==> config.mk <==
export PLATFORM = sky130hd
export DESIGN_NAME = muldiv32
export DESIGN_NICKNAME = d
export VERILOG_FILES = /design/src/rtl/muldiv32.sv
export SDC_FILE = /design/constraint.sdc
export NUM_CORES = 1
export LEC_CHECK = 0
export BUFFER_PORTS_ARGS = -buffer_cell sky130_fd_sc_hd__buf_2
export CAP_MARGIN = 0
export CORE_UTILIZATION = 45
export DETAILED_ROUTE_END_ITERATION = 8
export GPL_ROUTABILITY_DRIVEN = 0
export RECOVER_POWER = 100
export SYNTH_ARGS = -nofsm -noshare
export SYNTH_HDL_FRONTEND = slang
export SYNTH_SLANG_ARGS = --single-unit
==> constraint.sdc <==
create_clock -name clk -period 3.45 [get_ports clk]
set_input_delay 0.69 -clock clk [delete_from_list [all_inputs] [get_ports clk]]
set_output_delay 0.69 -clock clk [all_outputs]
set_load 0.01 [all_outputs]
==> src/rtl/muldiv32.sv <==
// Iterative MULT/MULTU/DIV/DIVU unit. The result lands in HI/LO WIDTH+1 edges after accept.
// No backpressure: start is taken only in IDLE and dropped otherwise; busy flags the stall window.
module muldiv32 #(
    parameter int WIDTH = 32
) (
    input  logic             clk,
    input  logic             reset,
    input  logic             start,
    input  logic [1:0]       op,
    input  logic [WIDTH-1:0] ReadData1,
    input  logic [WIDTH-1:0] ReadData2,
    output logic             busy,
    output logic             done,
    output logic             div_by_zero,
    output logic [WIDTH-1:0] hi,
    output logic [WIDTH-1:0] lo
);
    localparam int CW = (WIDTH > 1) ? $clog2(WIDTH) : 1;

    typedef enum logic [1:0] {S_IDLE, S_RUN, S_FIX} state_t;

    state_t               state_q, state_d;
    logic                 is_div_q, is_div_d;
    logic                 neg_lo_q, neg_lo_d;
    logic                 neg_hi_q, neg_hi_d;
    logic                 dbz_q, dbz_d;
    logic [WIDTH-1:0]     mag_b_q, mag_b_d;
    logic [WIDTH-1:0]     raw_a_q, raw_a_d;
    logic [2*WIDTH-1:0]   acc_q, acc_d;
    logic [CW-1:0]        cnt_q, cnt_d;
    logic [WIDTH-1:0]     hi_q, hi_d, lo_q, lo_d;
    logic                 busy_q, busy_d, done_q, done_d, dbz_out_q, dbz_out_d;

    logic                 a_neg, b_neg;
    logic [WIDTH:0]       mul_sum, rem_sh, rem_new;
    logic                 rem_ge;
    logic [2*WIDTH-1:0]   mul_next, div_next, prod;
    logic [WIDTH-1:0]     quo, rem;

    always_comb begin
        a_neg    = ~op[0] & ReadData1[WIDTH-1];
        b_neg    = ~op[0] & ReadData2[WIDTH-1];

        // Multiply: LO half starts as the multiplier and is shifted out as the product shifts in.
        mul_sum  = {1'b0, acc_q[2*WIDTH-1:WIDTH]} + (acc_q[0] ? {1'b0, mag_b_q} : '0);
        mul_next = {mul_sum, acc_q[WIDTH-1:1]};

        // Divide: upper half is the partial remainder, lower half shifts dividend out / quotient in.
        rem_sh   = {acc_q[2*WIDTH-1:WIDTH], acc_q[WIDTH-1]};
        rem_ge   = rem_sh >= {1'b0, mag_b_q};
        rem_new  = rem_ge ? (rem_sh - {1'b0, mag_b_q}) : rem_sh;
        div_next = {rem_new[WIDTH-1:0], acc_q[WIDTH-2:0], rem_ge};

        prod     = neg_lo_q ? -acc_q : acc_q;
        quo      = acc_q[WIDTH-1:0];
        rem      = acc_q[2*WIDTH-1:WIDTH];
    end

    always_comb begin
        state_d   = state_q;
        is_div_d  = is_div_q;
        neg_lo_d  = neg_lo_q;
        neg_hi_d  = neg_hi_q;
        dbz_d     = dbz_q;
        mag_b_d   = mag_b_q;
        raw_a_d   = raw_a_q;
        acc_d     = acc_q;
        cnt_d     = cnt_q;
        hi_d      = hi_q;
        lo_d      = lo_q;
        busy_d    = busy_q;
        done_d    = 1'b0;
        dbz_out_d = 1'b0;
        case (state_q)
            S_IDLE: begin
                if (start) begin
                    state_d  = S_RUN;
                    is_div_d = op[1];
                    neg_lo_d = a_neg ^ b_neg;
                    neg_hi_d = a_neg;
                    dbz_d    = op[1] & (ReadData2 == '0);
                    raw_a_d  = ReadData1;
                    mag_b_d  = b_neg ? -ReadData2 : ReadData2;
                    acc_d    = {{WIDTH{1'b0}}, (a_neg ? -ReadData1 : ReadData1)};
                    cnt_d    = '0;
                    busy_d   = 1'b1;
                end
            end
            S_RUN: begin
                acc_d = is_div_q ? div_next : mul_next;
                cnt_d = cnt_q + 1'b1;
                if (cnt_q == CW'(WIDTH - 1)) begin
                    state_d = S_FIX;
                    cnt_d   = '0;
                end
            end
            S_FIX: begin
                state_d   = S_IDLE;
                busy_d    = 1'b0;
                done_d    = 1'b1;
                dbz_out_d = dbz_q;
                if (!is_div_q) begin
                    {hi_d, lo_d} = prod;
                end else if (dbz_q) begin
                    hi_d = raw_a_q;
                    lo_d = '1;
                end else begin
                    hi_d = neg_hi_q ? -rem : rem;
                    lo_d = neg_lo_q ? -quo : quo;
                end
            end
            default: state_d = S_IDLE;
        endcase
    end

    always_ff @(posedge clk) begin
        if (!reset) begin
            state_q   <= S_IDLE;
            is_div_q  <= 1'b0;
            neg_lo_q  <= 1'b0;
            neg_hi_q  <= 1'b0;
            dbz_q     <= 1'b0;
            mag_b_q   <= '0;
            raw_a_q   <= '0;
            acc_q     <= '0;
            cnt_q     <= '0;
            hi_q      <= '0;
            lo_q      <= '0;
            busy_q    <= 1'b0;
            done_q    <= 1'b0;
            dbz_out_q <= 1'b0;
        end else begin
            state_q   <= state_d;
            is_div_q  <= is_div_d;
            neg_lo_q  <= neg_lo_d;
            neg_hi_q  <= neg_hi_d;
            dbz_q     <= dbz_d;
            mag_b_q   <= mag_b_d;
            raw_a_q   <= raw_a_d;
            acc_q     <= acc_d;
            cnt_q     <= cnt_d;
            hi_q      <= hi_d;
            lo_q      <= lo_d;
            busy_q    <= busy_d;
            done_q    <= done_d;
            dbz_out_q <= dbz_out_d;
        end
    end

    assign busy        = busy_q;
    assign done        = done_q;
    assign div_by_zero = dbz_out_q;
    assign hi          = hi_q;
    assign lo          = lo_q;
endmodule

==> flow_summary.ini <==
[clocking]
ctsResizeCount = 0
clk_latency_ns = 0.56
tritoncts = done
ctsHoldBuffers = 0
cts-htree-levels = 1
cts_buffers = 26
clock_tree.root_cell = clkbuf_16
post_cts_buffers = 0
clk_path_buf_depth = 3
cts.sinks = 206
clk_pin_slew_worst_paths_ns = 0.06

[logic_synthesis]
yosys.cell_count.top_type = nand2_1
async_reset_ff_share_pct = 0
synth.avg_cell_area_um2 = 7.36
ys.warnings.count = 0
synth_edf_count = 0
yosysTopAreaCellShare_pct = 26.4
yosysSeqAreaShare_pct = 26.4
ys_top_cells_by_area = dfxtp_1 26%, a21oi_1 7.3%, xnor2_1 6.9%, nand2_1 6.4%, ha_1 5.6%
synth_cells = 2120
synth_seq_cells = 206
synthTopCellsByCount = 266 x nand2_1, 227 x a21oi_1, 206 x dfxtp_1
yosysTopAreaCell = dfxtp_1
synth.distinct_cells = 73
syn_area_um2 = 15600
synth_nets = 2261
synthFlopType = dfxtp_1

[critical_path]
max_stage_delay_ns = 0.59
crit_path_top_delay_cell = or4_1
cp-end-kind = flop
required_ns = 3.81
cp_max_fo = 4
startpoint = acc_q[0]
path_class = reg2reg
cp_common_cell = clkbuf_1
crit_arrival_ns = 3.67
reg2reg_from = acc_q[0]
critPathLaunchType = flop
crit_chain = clkbuf_1, or4_1, nor4_1, clkbuf_1, nand4_1, or2_0, o21ai_0, xnor2_1, o211ai_1, a21oi_1

[global_routing]
top_usage_layer = met2
grt_pass1_vias = 15100
grt_pass1_wl_um = 83200
grt_util_met2_pct = 47.4
grt.met1_usage_pct = 37.6
grt_use_met3_pct = 4.54
grt_use_total_pct = 29.5
grt.overflow.total = 0
grt_max_degree = 70
antenna_found_initial = 0

[route]
ant_nets = 0
wirelength_um = 53400
drt_first_pass_iters = 5
first_iter_violations = 1066
avgRoutedWirePerCell_um = 19.9
drc = 0
vias = 15900
vias_per_cell = 5.94

[layout]
areaGrowthSynthToFinish_pct = 13.5
diodes = 0
nets = 2354
fill_cells = 3398
drive_gt1_share_pct = 10.3

[sta]
fin_crit_sh_pct = 95.9
timing.fmax_mhz = 302
tns_ns = 0
final_max_slew_viol_count = 243
fin_crit_ns = 3.31
relSlewSlack_pct = -36.2
setup_viol = 0
hold_ws_ns = 0.378
worst_pin_slew_ns = 2.04
rsz0062_at_grt = no
finClkSkew_ns = 0.0130
hold_viol = 0

[die]
die_y_um = 188
core.rowCount = 67
die-width_um = 188
start_util_pct = 46.2
io-pin-count = 136
coreArea_um2 = 33800
dieArea_um2 = 35400

[power_and_ir_drop]
leakagePower_nw = 7.04
powerDensity_nw_per_um2 = 412
peakVddDrop_v = 0.000456

[job]
cap_violations = 6

[place]
io_buffers = 135
dp_hpwl_um = 40300

[worst_hold_path]
min-delay-start = op[1]
hp-class = in2reg

[outcome]
violations = capacitance limit, slew limit
outcome = finished with violations
==> cells by family (layout without fill, tap and decap cells) <==
| family | after synthesis | in the layout | synth area share, % |
|---|---|---|---|
| xor+xnor | 200 | 200 | 11.2 |
| simple gates | 660 | 660 | 19.8 |
| mux | 64 | 64 | 4.11 |
| flops | 206 | 206 | 26.4 |
| compound gates | 681 | 681 | 26.9 |
| buf+inv | 237 | 349 | 5.73 |
| fa+ha+maj | 72 | 72 | 5.87 |
==> worst paths after layout <==
kind	to	slack (ns)	depth (start not counted)
setup / recovery	hi[31]	0.14	10
hold / removal	is_div_q	0.38	3
setup reg to reg	hi[31]	0.14	10
hold reg to reg	hi[10]	0.46	2
==> final cells by class <==
class                           count  area (um^2)  area share, %
Multi-Input combinational cell   1677        10600           59.9
Sequential cell                   206         4130           23.3
Inverter                           72          273           1.54
Timing Repair Buffer              230         1280           7.22
Clock inverter                     10         96.3          0.544
Tap cell                          448          561           3.17
Clock buffer                       37          762           4.30
==> report_power, final <==
group | leakage [nW] | internal (mW) | total (mW) | switching, mW
registers | 1.68 | 2.51 | 2.69 | 0.174
clock network | 0.420 | 1.55 | 2.71 | 1.16
logic | 4.94 | 0.709 | 1.89 | 1.18
total | 7.04 | 4.77 | 7.29 | 2.51
==> flip-flops by register name, indices dropped and copies added (netlist names) <==
name and flops:
acc_q 64, busy 1, cnt_q 5, dbz_q 1, div_by_zero 1, done 1, hi 32, is_div_q 1
lo 32, mag_b_q 32, neg_hi_q 1, neg_lo_q 1, raw_a_q 32, state_q 2
==> cells in the final DEF (no fill, tap or decap), types with 70 or more instances in the layout <==
cell type  Yosys  routed
clkbuf_1     144      83
nor2_1       168     167
inv_1         72      71
xor2_1        77      77
dfxtp_1      206     203
xnor2_1      123     123
nand2_1      266     266
o21ai_0      172     177
buf_4          0      78
ha_1          70      70
a21oi_1      227     224
==> critical path, delay by kind of cell (launching register included) <==
kind | cells | cell delay (ns)
DFF | 1 | 0.33
xor gates and xnor gates | 1 | 0.09
AOI/OAI and AO/OA | 3 | 0.67
buffers and inverters | 2 | 0.49
and+or+nand+nor | 4 | 1.52
==> through the flow <==
step	setup slack, ns	power (mW)	utilization (%)	instances	area [um^2]
final	0.143	7.29	52.4	2680	17700
after detailed placement	0.115	4.60	50.3	2633	17000
after global placement	0.124	4.58	50.3	2633	17000
after CTS	0.135	7.33	52.8	2680	17900
after floorplan	0.282	3.97	-	2120	15600
after global routing	0.00196	7.65	52.4	2680	17700
==> metal layers <==
layer / wire length [um] / vias up
li1: - / 7731
met1: 22800 / 7490
met2: 23900 / 559
met3: 3340 / 142
met4: 3340 / 0
met5: 0 / -
Note: power is estimated with default switching activity, not from simulation.
